==> config.mk <==
export PLATFORM = sky130hd
export DESIGN_NAME = ucode_sequencer
export DESIGN_NICKNAME = d
export VERILOG_FILES = /design/src/rtl/ucseq_pkg.sv /design/src/rtl/ucseq_pc_counter.sv /design/src/rtl/ucode_sequencer.sv
export SDC_FILE = /design/constraint.sdc
export NUM_CORES = 1
export LEC_CHECK = 0
export CAP_MARGIN = 20
export CELL_PAD_IN_SITES_DETAIL_PLACEMENT = 0
export CELL_PAD_IN_SITES_GLOBAL_PLACEMENT = 2
export CORE_UTILIZATION = 20
export CTS_CLUSTER_DIAMETER = 80
export DETAILED_ROUTE_END_ITERATION = 10
export PLACE_DENSITY = 0.77
export SLEW_MARGIN = 20
export SYNTH_ARGS = -nofsm -noshare
export SYNTH_HDL_FRONTEND = slang
export SYNTH_SLANG_ARGS = --single-unit
==> constraint.sdc <==
create_clock -name clk -period 1.3 [get_ports clk]
set_input_delay 0.13 -clock clk [delete_from_list [all_inputs] [get_ports clk]]
set_output_delay 0.13 -clock clk [all_outputs]
set_load 0.02 [all_outputs]
==> src/rtl/ucseq_pkg.sv <==
// Shared constants, step FSM state type and microcode address packing for
// the microcode fetch/phase sequencer.
package ucseq_pkg;

  localparam int PC_W    = 12;
  localparam int OPC_W   = 4;
  localparam int OPR_W   = 4;
  localparam int UADDR_W = 7;

  // Bit positions inside ucode_addr
  localparam int UA_OPC_MSB   = 6;
  localparam int UA_OPC_LSB   = 3;
  localparam int UA_C_BIT     = 2;
  localparam int UA_Z_BIT     = 1;
  localparam int UA_PHASE_BIT = 0;

  typedef enum logic [1:0] {
    HALT  = 2'd0,
    FETCH = 2'd1,
    EXEC  = 2'd2
  } step_state_t;

  function automatic logic [UADDR_W-1:0] pack_uaddr(
    input logic [OPC_W-1:0] opc,
    input logic             c,
    input logic             z,
    input logic             ph
  );
    logic [UADDR_W-1:0] a;
    a                         = '0;
    a[UA_OPC_MSB:UA_OPC_LSB]  = opc;
    a[UA_C_BIT]               = c;
    a[UA_Z_BIT]               = z;
    a[UA_PHASE_BIT]           = ph;
    return a;
  endfunction

endpackage

==> src/rtl/ucseq_pc_counter.sv <==
// Program counter: load beats increment beats hold, wraps modulo 2^PC_W.
module ucseq_pc_counter
  import ucseq_pkg::*;
(
  input  logic            clk,
  input  logic            rst_n,
  input  logic            en,
  input  logic            inc,
  input  logic            load,
  input  logic [PC_W-1:0] load_value,
  output logic [PC_W-1:0] pc
);

  // PC register with load/inc/hold priority
  always_ff @(posedge clk) begin
    if (!rst_n) begin
      pc <= '0;
    end else if (en) begin
      if (load) begin
        pc <= load_value;
      end else if (inc) begin
        pc <= pc + PC_W'(1);
      end
    end
  end

endmodule

==> src/rtl/ucode_sequencer.sv <==
// Instruction-fetch and phase sequencer feeding the microcode ROM.
// Optional single-step control is built when UCSEQ_STEP_EN is defined.
//
// Step FSM (UCSEQ_STEP_EN only):
//   state | meaning
//   HALT  | registers frozen, phase 0, waiting for a step_req rising edge
//   FETCH | fetch cycle of the stepped instruction
//   EXEC  | execute cycle; returns to HALT and pulses step_ack
module ucode_sequencer
  import ucseq_pkg::*;
(
  input  logic                     clk,
  input  logic                     rst_n,
  input  logic                     enable,
  input  logic [OPC_W+OPR_W-1:0]   program_byte,
  input  logic                     inc_pc,
  input  logic                     load_pc,
  input  logic [PC_W-1:0]          pc_load_value,
  input  logic                     load_flags,
  input  logic                     alu_c,
  input  logic                     alu_z,
`ifdef UCSEQ_STEP_EN
  input  logic                     step_req,
  output logic                     step_ack,
`endif
  output logic [PC_W-1:0]          pc,
  output logic [OPR_W-1:0]         operand,
  output logic [UADDR_W-1:0]       ucode_addr,
  output logic                     phase
);

  logic                   run;
  logic                   phase_q;
  logic [OPC_W+OPR_W-1:0] ir;
  logic                   c_flag;
  logic                   z_flag;

`ifdef UCSEQ_STEP_EN
  step_state_t state;
  step_state_t state_nxt;
  logic        step_req_d;
  logic        step_edge;

  assign step_edge = step_req & ~step_req_d;

  // Step FSM state register, request edge history and completion pulse
  always_ff @(posedge clk) begin
    if (!rst_n) begin
      state      <= HALT;
      step_req_d <= 1'b0;
      step_ack   <= 1'b0;
    end else begin
      step_ack <= enable && (state == EXEC);
      if (enable) begin
        state      <= state_nxt;
        step_req_d <= step_req;
      end
    end
  end

  // Step FSM next-state logic
  always_comb begin
    state_nxt = state;
    case (state)
      HALT:    if (step_edge) state_nxt = FETCH;
      FETCH:   state_nxt = EXEC;
      EXEC:    state_nxt = HALT;
      default: state_nxt = HALT;
    endcase
  end

  // Step FSM output: datapath advances only while an instruction is stepping
  always_comb begin
    run = 1'b0;
    if (enable && (state != HALT)) run = 1'b1;
  end
`else
  assign run = enable;
`endif

  ucseq_pc_counter u_pc (
    .clk        (clk),
    .rst_n      (rst_n),
    .en         (run),
    .inc        (inc_pc),
    .load       (load_pc),
    .load_value (pc_load_value),
    .pc         (pc)
  );

  // Phase toggle, instruction capture in fetch, flag capture in execute
  always_ff @(posedge clk) begin
    if (!rst_n) begin
      phase_q <= 1'b0;
      ir      <= '0;
      c_flag  <= 1'b0;
      z_flag  <= 1'b0;
    end else if (run) begin
      phase_q <= ~phase_q;
      if (!phase_q) begin
        ir <= program_byte;
      end
      if (phase_q && load_flags) begin
        c_flag <= alu_c;
        z_flag <= alu_z;
      end
    end
  end

  assign phase      = phase_q;
  assign operand    = ir[OPR_W-1:0];
  assign ucode_addr = pack_uaddr(ir[OPC_W+OPR_W-1:OPR_W], c_flag, z_flag, phase_q);

endmodule

* Yosys cells after proc, flatten, opt, wreduce, memory -nomap -nowiden
Cells that the tools add are included.
W data, S select, Z words.
** Storage, ports and cells
- Memory bits (read-only) :: 0
- Output and inout port bits :: 24
- Memories kept :: 0
- RAM bits :: 0
- Latch bits :: 0
- Bits in registers :: 23
- Logic and storage cells :: 14
** Cells by class
- Shifts and indexed selects :: 0
- Div/mod/pow operators :: 0
- Magnitude comparators :: 0
- Reductions and logical operators :: 5
- Bitwise logic cells :: 1
- Add/subtract/negate cells :: 1
- Equal/unequal tests :: 0
- Multiplexer cells :: 2
- $mul :: 0
** Operators by type and width (count)
- $mux W12 :: 2
- $add A12 B1 Y12 const B :: 1
- $reduce_and A2 Y1 :: 3
- $reduce_bool A2 Y1 :: 1
- $logic_and A1 B1 Y1 :: 1
- $not A1 Y1 :: 1

* Logic depth before layout (Yosys ltp)
- Depth in word-level cells :: 3
- Mapped depth :: 6

* Cells and area by module
A second synthesis with hierarchy kept.
** Second synthesis, totals
- Cells, all modules :: 147
- Area, all modules :: 1174.9 um^2
** By module, submodules not included
- ucseq_pc_counter :: times used 1, area each 739.5 um^2, cells each 95, seq. area each 240.2 um^2
- ucode_sequencer :: times used 1, area each 435.4 um^2, cells each 52, seq. area each 220.2 um^2

* Worst setup path after synthesis
No wires, ideal clock.
- Kind :: register to register
- Start :: register u_pc.pc[0]
- End :: register u_pc.pc[8]
- Buffers on the path :: 1
- Data arrival time :: 1.446 ns
- Required time :: 1.205 ns
- Clock period less this slack :: 1.541 ns
- Path slack :: -0.241 ns
- Cell stages (with the launch flop) :: 7
- Cells stage by stage :: dfxtp_1 ha_1 and3_1 clkbuf_2 nand3_1 mux2i_1 o311ai_1
** On the way
- Cells in the longest elaborated chain, start to end :: 3
** RTL lines
- from (decl) :: RTL line ucseq_pc_counter.sv:11 : output logic [PC_W-1:0] pc
- from (signal assigned) :: RTL line ucseq_pc_counter.sv:20 : pc <= load_value;
- from (signal assigned) :: RTL line ucseq_pc_counter.sv:22 : pc <= pc + PC_W'(1);
- $add A12 B1 Y12 :: RTL line ucseq_pc_counter.sv:22
- $mux W12 :: RTL line ucseq_pc_counter.sv:21 : end else if (inc) begin
- $mux W12 :: RTL line ucseq_pc_counter.sv:19 : if (load) begin
Every way passes these cells. The select of a mux whose other input is x is not followed.
A chain may end at the register's enable or synchronous reset.

* Worst setup path after layout
- Start :: register u_pc.pc[1]
- End :: register u_pc.pc[6]
The elaborated chain is that of the path after synthesis.

==> impl_metrics.py <==
metrics = {
    "status": {
        "run_status": "finished, violations left",
        "violations": "setup timing",
    },
    "setup_path": {
        "cpPeakStageDelay_ns": 0.37,
        "timing.rr.start": "u_pc.pc[1]$_SDFFE_PN0P_",
        "path_max_fanout": 5,
        "worstPathRequired_ns": 1.45,
        "worstReg2RegEnd": "u_pc.pc[6]$_SDFFE_PN0P_",
        "critPathSlowestCell": "dfxtp_4",
        "cp-end-kind": "flop",
        "r2r_slack_ns": -0.03,
        "crit_type": "reg -> reg",
        "rr_worst_depth": 6,
        "cp.arrival_ns": 1.49,
        "start_kind": "flop",
        "crit_chain": "ha_4 -> and3_4 -> buf_4 -> a31o_2 -> a21oi_2 -> a211oi_1",
        "crit_end": "u_pc.pc[6]$_SDFFE_PN0P_",
        "crit_path_start": "u_pc.pc[1]$_SDFFE_PN0P_",
    },
    "layout": {
        "area_growth_syn_to_layout_pct": 69.4,
        "multi_input_area_um2": 664,
        "diodes": 0,
        "nets": 247,
        "fillers": 619,
        "drive_gt1_share_pct": 24.0,
        "regArea_um2": 474,
    },
    "sta": {
        "setup_violations": 1,
        "finalHoldViolCount": 0,
        "setup_slack_ns": -0.0328,
        "finalCritPeriodShare_pct": 103,
        "hold_slack_ns": 0.407,
        "rsz0062_at_grt": "yes",
        "slew_headroom_pct": 76.3,
        "worstMarginPinSlew_ns": 0.355,
        "fin_worst_skew_ns": 0.00736,
        "final_max_slew_viol_count": 0,
        "clock.fmax_mhz": 750,
        "finalCriticalPeriod_ns": 1.33,
    },
    "synth": {
        "synth.cell_area_mm2": 0.00117,
        "syn_nets": 177,
        "yosysSeqAreaShare_pct": 39.4,
        "syn_inst": 148,
        "yosysWarnings": 0,
        "ys_ff_latch": 23,
        "synth_top_area_share_pct": 39.4,
        "ys_top_cells_by_area": "dfxtp_1 (39%), nand2_1 (8.4%), a21oi_1 (6.4%)",
        "synth_top_cell_by_area": "dfxtp_1",
        "syn_area_per_cell_um2": 7.90,
        "synth_cell_types": 35,
    },
    "clock_network": {
        "cts.sinks": 23,
        "cts_root_buffer": "clkbuf_8",
        "insertion_delay_ns": 0.27,
        "cts_buffers": 3,
        "htree_num_levels": 1,
        "cts_hold_buf": 0,
        "cts_tree": "built",
        "path_clk_slew_ns": 0.09,
        "clockBufferDepth": 2,
    },
    "pwr": {
        "cellPowerDensity_mw_per_mm2": 836,
        "irDropWorstVdd_uv": 376,
        "power_w": 0.00165,
        "leakage_nw": 0.895,
    },
    "global_route": {
        "antenna_found_initial": 0,
        "grt_pass1_vias": 1201,
        "grt_max_degree": 16,
        "overflow": 0,
        "track_usage_pct": 12.1,
        "grt_pass1_wl_mm": 5.87,
    },
    "floorplanning": {
        "die_h_um": 78.4,
        "boundaryPins": 52,
        "die_area_mm2": 0.00615,
        "die_w_um": 78.4,
        "fp-row-count": 27,
        "core_mm2": 0.00557,
        "initial_utilization_pct": 21.0,
    },
    "route": {
        "routed_wl_mm": 3.60,
        "drtPass1Iterations": 4,
        "vias": 1302,
        "wl_per_cell_um": 12.5,
        "postRouteAntennaNets": 0,
        "avgViaCountPerCell": 4.51,
        "drc": 0,
        "drtIter0Drc": 41,
    },
    "min_path": {
        "hold_path_class": "in -> reg",
        "min_from": "program_byte[2]",
    },
    "placed_design": {
        "io_buffers": 51,
        "dp_slack_ns": -0.261,
        "post-dp-hpwl_mm": 2.67,
        "gp_congestion": 0.772,
    },
    "flow_run": {
        "maxCapViolations": 0,
    },
}
repair_timing:
| item | CTS | global route |
|---|---|---|
| buffers inserted | 0 | 2 |
| pin swaps | 1 | 1 |
| endpoints found under the setup margin | 28 | 7 |
| resized for setup | 26 | 11 |
| gates cloned | 0 | 0 |
| hold endpoints to repair | 0 | 0 |
synth_stat cells, drive strengths merged:
cell and count:
a211oi 3, a21o 1, a21oi 15, a22o 3, a22oi 2, a31o 1, a31oi 3, a32o 2
a41oi 1, and2 1, and3 5, and4 1, buf 9, clkbuf 5, dfxtp 23, ha 1
inv 2, mux2i 4, nand2 26, nand2b 3, nand3 7, nand4 3, nor2 10, nor2b 1
nor3 2, o21a 1, o21ai 9, o311ai 2, o31ai 1, or3 1
layout make-up:
cell class / instances / area share, %
sequential: 23 / 24.0
clock buffer: 3 / 2.09
tap: 72 / 4.55
clock inverter: 1 / 0.253
inverter: 2 / 0.379
timing repair buffer: 79 / 35.2
multi-input combinational: 109 / 33.6
state kept, by name (all words and copies together), names as in the netlist:
name and flops:
u_pc.pc 12, ir 8, c_flag 1, phase 1
z_flag 1
metal layers:
layer	routed length, µm	part of all wire [%]	GRT usage [%]
met1	1710	48	16.4
met2	1690	47	19.6
met3	176	4.9	1.86
met4	22	0.61	3.89
met5	0	0	0
power breakdown:
| part | total [W] | switching (W) | internal, W |
|---|---|---|---|
| Combinational | 0.000419 | 0.000199 | 0.000220 |
| Sequential | 0.000775 | 0.0000304 | 0.000745 |
| Clock | 0.000460 | 0.000246 | 0.000214 |
| Total | 0.00165 | 0.000476 | 0.00118 |
stage by stage:
| stage | setup TNS (ns) | utilization, % | instances | area, µm² |
|---|---|---|---|---|
| after floorplan | -0.167 | - | 148 | 1200 |
| after global placement | -2.59 | 34.3 | 283 | 1910 |
| after detailed placement | -2.90 | 34.3 | 283 | 1910 |
| after CTS | 0 | 34.7 | 287 | 1930 |
| after global routing | -0.193 | 35.5 | 289 | 1980 |
| final | -0.0328 | 35.5 | 289 | 1980 |
critical path: cells and delay by family (launching register included):
family / cells / cell delay (ns)
DFF: 1 / 0.37
buffers and inverters: 1 / 0.14
adders and majority gates: 1 / 0.16
and+or+nand+nor: 1 / 0.17
AOI/OAI and AO/OA: 3 / 0.39
placed cells by master, fill, tap and decap left out, types with 3 or more instances in the layout:
cell type,n
buf_4,27
a21oi_1,13
clkbuf_8,3
nand2_1,26
a22o_1,3
o21ai_0,7
a211oi_1,3
dfxtp_2,5
nand4_1,3
a31oi_1,3
nand2b_1,3
nor2_1,10
dfxtp_1,16
and3_1,3
nand3_1,6
clkdlybuf4s50_1,26
mux2i_1,4
dlygate4sd2_1,24
worst min path at each step:
stage	end	cells past startpoint
floorplan	u_pc.pc[11]$_SDFFE_PN0P_	1
global placement	ir[1]$_SDFFE_PN0P_	2
detailed placement	ir[1]$_SDFFE_PN0P_	2
CTS	ir[7]$_SDFFE_PN0P_	3
global route	ir[1]$_SDFFE_PN0P_	3
finish	ir[2]$_SDFFE_PN0P_	3
cells by family (layout without fill, tap and decap cells):
group / count (synthesis) / after routing / share of synthesized area [%]
fa+ha+maj: 1 / 1 / 1.07
buf+inv: 16 / 85 / 7.82
flops: 23 / 23 / 39.4
simple gates: 60 / 60 / 23.9
mux: 4 / 4 / 3.43
compound gates: 44 / 44 / 24.4
No activity file was read; power rests on OpenSTA's default activity.
